<file path="src/rtl/pkt_gen_pkg.sv">
// Shared types and constants for the packet stream generator: run states,
// data-mode encodings, header magic and Galois LFSR tap masks.
package pkt_gen_pkg;

    typedef enum logic [1:0] {
        IDLE  = 2'd0,
        RUN   = 2'd1,
        DRAIN = 2'd2
    } state_t;

    typedef enum logic [1:0] {
        MODE_COUNT     = 2'd0,
        MODE_CONST     = 2'd1,
        MODE_LFSR      = 2'd2,
        MODE_COUNT_ALT = 2'd3
    } mode_t;

    localparam logic [7:0] HDR_MAGIC = 8'hA5;

    // Right-shifting Galois masks: polynomial term x^e sets bit e-1.
    function automatic logic [63:0] lfsr_taps(input int width);
        case (width)
            16:      return 64'h0000_0000_0000_B400;
            24:      return 64'h0000_0000_00E1_0000;
            32:      return 64'h0000_0000_8020_0003;
            64:      return 64'hD800_0000_0000_0000;
            default: return (64'd1 << (width - 1)) | 64'd1;
        endcase
    endfunction

endpackage

</file>
<file path="src/rtl/pkt_gen_lfsr.sv">
// Galois LFSR; value is the word the next payload capture emits, so a load
// stores the seed already advanced by one step (a zero seed becomes 1).
module pkt_gen_lfsr
    import pkt_gen_pkg::*;
#(
    parameter int WIDTH = 32
) (
    input  logic             clk,
    input  logic             rst,
    input  logic             load,
    input  logic [WIDTH-1:0] seed,
    input  logic             step,
    output logic [WIDTH-1:0] value
);

    localparam logic [WIDTH-1:0] TAPS = WIDTH'(lfsr_taps(WIDTH));

    function automatic logic [WIDTH-1:0] advance(input logic [WIDTH-1:0] s);
        return s[0] ? ((s >> 1) ^ TAPS) : (s >> 1);
    endfunction

    // NOTE: sequential state is written with non-blocking assignments only,
    // so every register samples the pre-edge values of the others.
    always_ff @(posedge clk) begin
        if (rst) begin
            value <= '0;
        end else if (load) begin
            value <= advance((seed == '0) ? WIDTH'(1) : seed);
        end else if (step) begin
            value <= advance(value);
        end
    end

endmodule

</file>
<file path="src/rtl/pkt_stream_gen.sv">
// Real-time test-stream source: fixed-length packets at a programmable sample
// rate with backpressure drop counting. Define PKT_GEN_HDR_EN for header words.
module pkt_stream_gen
    import pkt_gen_pkg::*;
#(
    parameter int DATA_W = 32,
    parameter int DIV_W  = 16,
    parameter int LEN_W  = 11
) (
    input  logic              clk,
    input  logic              rst,
    input  logic              start,
    input  logic              stop,
    input  logic [DIV_W-1:0]  cfg_div,
    input  logic [LEN_W-1:0]  cfg_len,
    input  logic [31:0]       cfg_pkt_limit,
    input  logic [1:0]        cfg_mode,
    input  logic [DATA_W-1:0] cfg_pattern,
    output logic [DATA_W-1:0] m_data,
    output logic              m_valid,
    output logic              m_last,
    input  logic              m_ready,
    output logic              busy,
    output logic [31:0]       pkt_count,
    output logic [31:0]       drop_count
);

    state_t            state;
    mode_t             mode_r;
    logic [DIV_W-1:0]  div_r, div_cnt;
    logic [LEN_W-1:0]  len_r, word_idx;
    logic [31:0]       limit_r, pkt_cap;
    logic [DATA_W-1:0] pattern_r, cnt_val, lfsr_val;

    logic active, tick, want, accept, slot_free, capture, drop, last_word;
    logic hdr_word, pay_step, limit_hit, end_req, done, launch;
    logic [DATA_W-1:0] payload, word;

    always_comb begin
        active    = (state != IDLE);
        launch    = (state == IDLE) && start;
        tick      = active && (div_cnt == div_r - DIV_W'(1));
        // In DRAIN only the unfinished packet may still capture words.
        want      = tick && ((state == RUN) || (word_idx != '0));
        accept    = m_valid && m_ready;
        slot_free = !m_valid || m_ready;
        capture   = want && slot_free;
        drop      = want && !slot_free;
        last_word = (word_idx == len_r - LEN_W'(1));
        pay_step  = capture && !hdr_word;
        limit_hit = capture && last_word && (limit_r != '0) && (pkt_cap + 32'd1 == limit_r);
        end_req   = (state == RUN) && (stop || limit_hit);
        done      = !capture && (word_idx == '0) && slot_free;
        // NOTE: the case carries a default so payload is assigned on every path
        // and no latch is inferred.
        case (mode_r)
            MODE_CONST: payload = pattern_r;
            MODE_LFSR:  payload = lfsr_val;
            default:    payload = cnt_val;
        endcase
    end

`ifdef PKT_GEN_HDR_EN
    logic [DATA_W-9:0] pkt_seq;

    assign hdr_word = (word_idx == '0);
    assign word     = hdr_word ? {HDR_MAGIC, pkt_seq} : payload;

    always_ff @(posedge clk) begin
        if (rst || launch) begin
            pkt_seq <= '0;
        end else if (capture && hdr_word) begin
            pkt_seq <= pkt_seq + (DATA_W-8)'(1);
        end
    end
`else
    assign hdr_word = 1'b0;
    assign word     = payload;
`endif

    pkt_gen_lfsr #(.WIDTH(DATA_W)) u_lfsr (
        .clk   (clk),
        .rst   (rst),
        .load  (launch),
        .seed  (cfg_pattern),
        .step  (pay_step),
        .value (lfsr_val)
    );

    always_ff @(posedge clk) begin
        if (rst) begin
            state      <= IDLE;
            busy       <= 1'b0;
            m_valid    <= 1'b0;
            m_last     <= 1'b0;
            m_data     <= '0;
            pkt_count  <= '0;
            drop_count <= '0;
            div_cnt    <= '0;
            word_idx   <= '0;
            cnt_val    <= '0;
            pkt_cap    <= '0;
            div_r      <= DIV_W'(1);
            len_r      <= LEN_W'(1);
            limit_r    <= '0;
            mode_r     <= MODE_COUNT;
            pattern_r  <= '0;
        end else begin
            busy <= active;
            if (active) div_cnt <= tick ? '0 : div_cnt + DIV_W'(1);

            if (capture) begin
                m_valid  <= 1'b1;
                m_data   <= word;
                m_last   <= last_word;
                word_idx <= last_word ? '0 : word_idx + LEN_W'(1);
            end else if (accept) begin
                m_valid <= 1'b0;
            end

            if (pay_step) cnt_val <= cnt_val + DATA_W'(1);
            if (capture && last_word) pkt_cap <= pkt_cap + 32'd1;
            if (accept && m_last && pkt_count != '1) pkt_count <= pkt_count + 32'd1;
            if (drop && drop_count != '1) drop_count <= drop_count + 32'd1;

            // Later assignments below override the per-cycle updates above.
            case (state)
                IDLE: if (start) begin
                    state      <= RUN;
                    div_r      <= (cfg_div == '0) ? DIV_W'(1) : cfg_div;
                    len_r      <= (cfg_len == '0) ? LEN_W'(1) : cfg_len;
                    limit_r    <= cfg_pkt_limit;
                    mode_r     <= mode_t'(cfg_mode);
                    pattern_r  <= cfg_pattern;
                    div_cnt    <= '0;
                    word_idx   <= '0;
                    cnt_val    <= '0;
                    pkt_cap    <= '0;
                    pkt_count  <= '0;
                    drop_count <= '0;
                end
                RUN:     if (end_req) state <= done ? IDLE : DRAIN;
                DRAIN:   if (done) state <= IDLE;
                default: state <= IDLE;
            endcase
        end
    end

endmodule

</file>
<file path="config.mk">
export PLATFORM = sky130hd
export DESIGN_NAME = pkt_stream_gen
export DESIGN_NICKNAME = d
export VERILOG_FILES = /design/src/rtl/pkt_gen_pkg.sv /design/src/rtl/pkt_gen_lfsr.sv /design/src/rtl/pkt_stream_gen.sv
export SDC_FILE = /design/constraint.sdc
export NUM_CORES = 1
export LEC_CHECK = 0
export BUFFER_PORTS_ARGS = -buffer_cell sky130_fd_sc_hd__buf_2
export CAP_MARGIN = 10
export CORE_AREA = 5 5 234 236
export CTS_BUF_LIST = sky130_fd_sc_hd__clkbuf_16
export CTS_CLUSTER_DIAMETER = 30
export DETAILED_ROUTE_END_ITERATION = 10
export DIE_AREA = 0 0 239 241
export SETUP_SLACK_MARGIN = 0.02
export SLEW_MARGIN = 20
export SYNTH_ARGS = -nofsm -noshare
export SYNTH_HDL_FRONTEND = slang
export SYNTH_HIERARCHICAL = 1
export SYNTH_SLANG_ARGS = --single-unit
</file>
<file path="constraint.sdc">
create_clock -name clk -period 11.03 [get_ports clk]
set_clock_uncertainty 0.15 [all_clocks]
set_input_delay 2.206 -clock clk [delete_from_list [all_inputs] [get_ports clk]]
set_output_delay 2.206 -clock clk [all_outputs]
set_load 0.03 [all_outputs]
</file>
==> run_results.csv <==
group,metric,value,unit
status,outcome,"finished clean",
setup_path,cp-end-kind,"register",
clock_network,hold_buffers,0,
clock_network,clk_latency,0.62,ns
floorplan,die_h,241,um
drt,ant_nets,0,
worst_hold_path,hold_depth,2,
drt,vias_per_cell,4.996,
yosys,synthCells,1973,
drt,met2_length,21610,um
yosys,synth-compound-area-share,13.01,%
cells_and_area,drive_gt1_share,16.22,%
cells_and_area,layout.nets,2264,
clock_network,cts.sinks,317,
sta,period_share,45.33,%
cells_and_area,n_antenna_cell,0,
pwr,power_switching,0.9276,mW
yosys,yosys.area_share.xor_xnor,11.17,%
setup_path,reg2reg_setup_slack,6.03,ns
sta,hold_violations,0,
yosys,yosys-mux-area-fraction,2.388,%
global_routing,antenna_found_initial,1,
pwr,pwr-share-comb,5.6,%
worst_hold_path,min_to,"m_data[26]",
drt,wl_met1,20670,um
yosys,ys_seq_area_share,40.93,%
drt,initialDrtViolationCount,1007,
pwr,power_frac_seq,31.9,%
clock_network,htree_levels,3,
cells_and_area,seq_area,6346,sq um
yosys,avgSynthCellArea,7.859,sq um
floorplan,initial_utilization,29.69,%
worst_hold_path,min_from,"m_data[26]",
pwr,powerDensity,190.7,nW/um^2
yosys,ys_warn_count,6,
drt,dr.pass1.iters,5,
drt,drt_wl_total,46220,um
pwr,p_sw_share,24.47,%
global_routing,globalRoute.totalOverflow,0,
global_routing,grt_usage,15.48,%
floorplan,ios,197,
placement,gp_congestion,0.8164,
setup_path,r2r_cells,12,
sta,slew_headroom,29.31,%
sta,grt_setup_unrepaired,"no",
drt,wl_met3,2757,um
global_routing,grt_pass1_vias,14170,
placement,place_inst,2758,
drt,dr.max_layer_used,"met4",
drt,post_drt_wl_per_cell,15.90,um
floorplan,core-area,52240,sq um
sta,max_freq,200.0,MHz
sta,finalSetupTns,0,ns
setup_path,crit_path_start_kind,"register",
setup_path,crit_type,"register to register",
sta,drv_slew,0,
yosys,synth_top_family_by_area,"simple AND/OR/NAND/NOR gates",
cells_and_area,fin_util,38.04,%
clock_network,cts_tree,"yes",
worst_hold_path,hp-class,"register to register",
sta,fin_ws,6.030,ns
pwr,leakage,7.362,nW
cells_and_area,layout_commonest_cell,"nand2_1",
yosys,yosys_register_bits,317,
clock_network,ctsResizeCount,0,
floorplan,dieWidth,239,um
setup_path,worstPathMaxFanout,35,
cells_and_area,areaGrowthSynthToFinish,28.14,%
placement,dp_hpwl,31830,um
pwr,vdd_drop_max,0.1201,mV
yosys,synth_nets,2082,
sta,setup_viol,0,
setup_path,cp.arrival,5.37,ns
cells_and_area,fin_cells,2908,
drt,vias,14530,
drt,drc,0,
pwr,clkPwrFrac,62.5,%
setup_path,r2r-end,"u_lfsr/value[0]",
sta,worst_slew_pin_slew,1.060,ns
clock_network,clkTransAtPathRegs,0.04,ns
cells_and_area,fillers,5308,
clock_network,numCtsBuffers,83,
yosys,synth_fa_ha_area_share,0.8876,%
placement,place_ws,6.045,ns
floorplan,dieArea,57600,sq um
clock_network,postCtsSetupBuffers,0,
yosys,netlist-cell-type-count,69,
yosys,synth_flop_cell,"dfxtp_1",
yosys,async_flop_share,0,%
sta,layout_min_cycle_time,5.000,ns
clock_network,cts_root_buf,"clkbuf_16",
yosys,yosys.area_share.simple,28.02,%
setup_path,r2r-start,"div_r[4]",
global_routing,grt_max_degree,100,
clock_network,max-clock-path-buffers,3,
setup_path,critical_path_required,11.40,ns
cells_and_area,layout_common_cells,"nand2_1, dfxtp_1, nor2_1",
pwr,p_int,2.862,mW
flow_run,maxCapViolations,0,
cells_and_area,multiInputGateArea,8635,sq um
placement,io_buffers,196,
global_routing,grt_pass1_wl,73550,um
yosys,synth_edf_count,0,
yosys,syn_area,15510,sq um
floorplan,row_count,84,
-- metal layers --
metal  up-vias  track usage, %
met5         -               0
met4         0           5.897
met3        77           3.611
met2       386           25.72
met1      6849           19.65
li1       7215               -
-- worst max-delay path, stage by stage (launching register included) --
cell      delay (ns)
dfxtp_1         0.37
or4_1           0.74
or4_1           0.54
or4_1           0.55
and3_1          0.19
nor4_1          0.76
nand2_1         0.27
nor2_4          0.16
buf_4           0.49
nand2_1         0.15
xnor2_1         0.15
nor2_1          0.07
a311oi_2        0.28
-- through the flow --
step                      total power, mW  cell area [sq um]  hold WS, ns
after CTS                           3.838              19870       0.3034
after floorplan                     1.367              15510       0.2860
after global routing                3.936              19870       0.3181
after detailed placement            1.442              17050       0.2917
after global placement              1.436              17020       0.2906
final                               3.790              19870       0.2989
-- worst max path at each step --
stage	start	end	slack, ns	cells past startpoint
after detailed placement	div_r[4]	u_lfsr/value[0]	6.04	12
after CTS	div_r[4]	u_lfsr/value[0]	6.01	12
final	div_r[4]	u_lfsr/value[0]	6.03	12
after global placement	m_ready	state[0]	6.07	9
after floorplan	m_ready	word_idx[0]	6.90	9
after global routing	div_r[4]	u_lfsr/value[0]	5.83	12
-- kinds of logic (layout without fill, tap and decap cells) --
group                    count (synthesis)  in the layout
multiplexers                            37             37
buffers and inverters                  139            386
adder cells (fa/ha/maj)                 11             11
XOR/XNOR                               196            196
flip-flops                             317            317
AND/OR/NAND/NOR                        922            922
AO/OA/AOI/OAI                          351            351
-- Yosys cell counts (39+ instances only) --
cell,instances,share of area (%)
nand2_1,357,8.6
xnor2_1,110,6.2
or3_1,39,1.6
clkbuf_1,98,2.4
nand4_1,52,2.1
a21oi_1,199,6.4
dfxtp_1,317,41
nand3_1,58,1.9
xor2_1,85,4.8
o21ai_0,67,2.2
nor2_1,227,5.5
-- state kept, by name, summed over array words and instances (netlist names), 11 cells and up --
register	flops
u_lfsr/value	32
div_cnt	16
pattern_r	32
len_r	11
pkt_cap	32
drop_count	32
div_r	16
limit_r	32
word_idx	11
pkt_count	32
cnt_val	32
m_data	32
-- power by group through the flow --
| stage | clock, mW | combinational [mW] | sequential, mW |
|---|---|---|---|
| 2_1_floorplan | 0 | 0.147 | 1.22 |
| 3_3_place_gp | 0 | 0.208 | 1.23 |
| 3_5_place_dp | 0 | 0.212 | 1.23 |
| 4_1_cts | 2.42 | 0.213 | 1.21 |
| 5_1_grt | 2.49 | 0.236 | 1.21 |
| 6_report | 2.37 | 0.212 | 1.21 |
-- layout make-up --
cell class | instances | area share [%]
Multi-Input combinational cell | 1517 | 43.45
Sequential cell | 317 | 31.94
Clock buffer | 83 | 10.45
Timing Repair Buffer | 211 | 5.617
Tap cell | 688 | 4.332
Clock inverter | 67 | 3.721
Inverter | 25 | 0.4849
No activity file was read; power rests on OpenSTA's default activity.
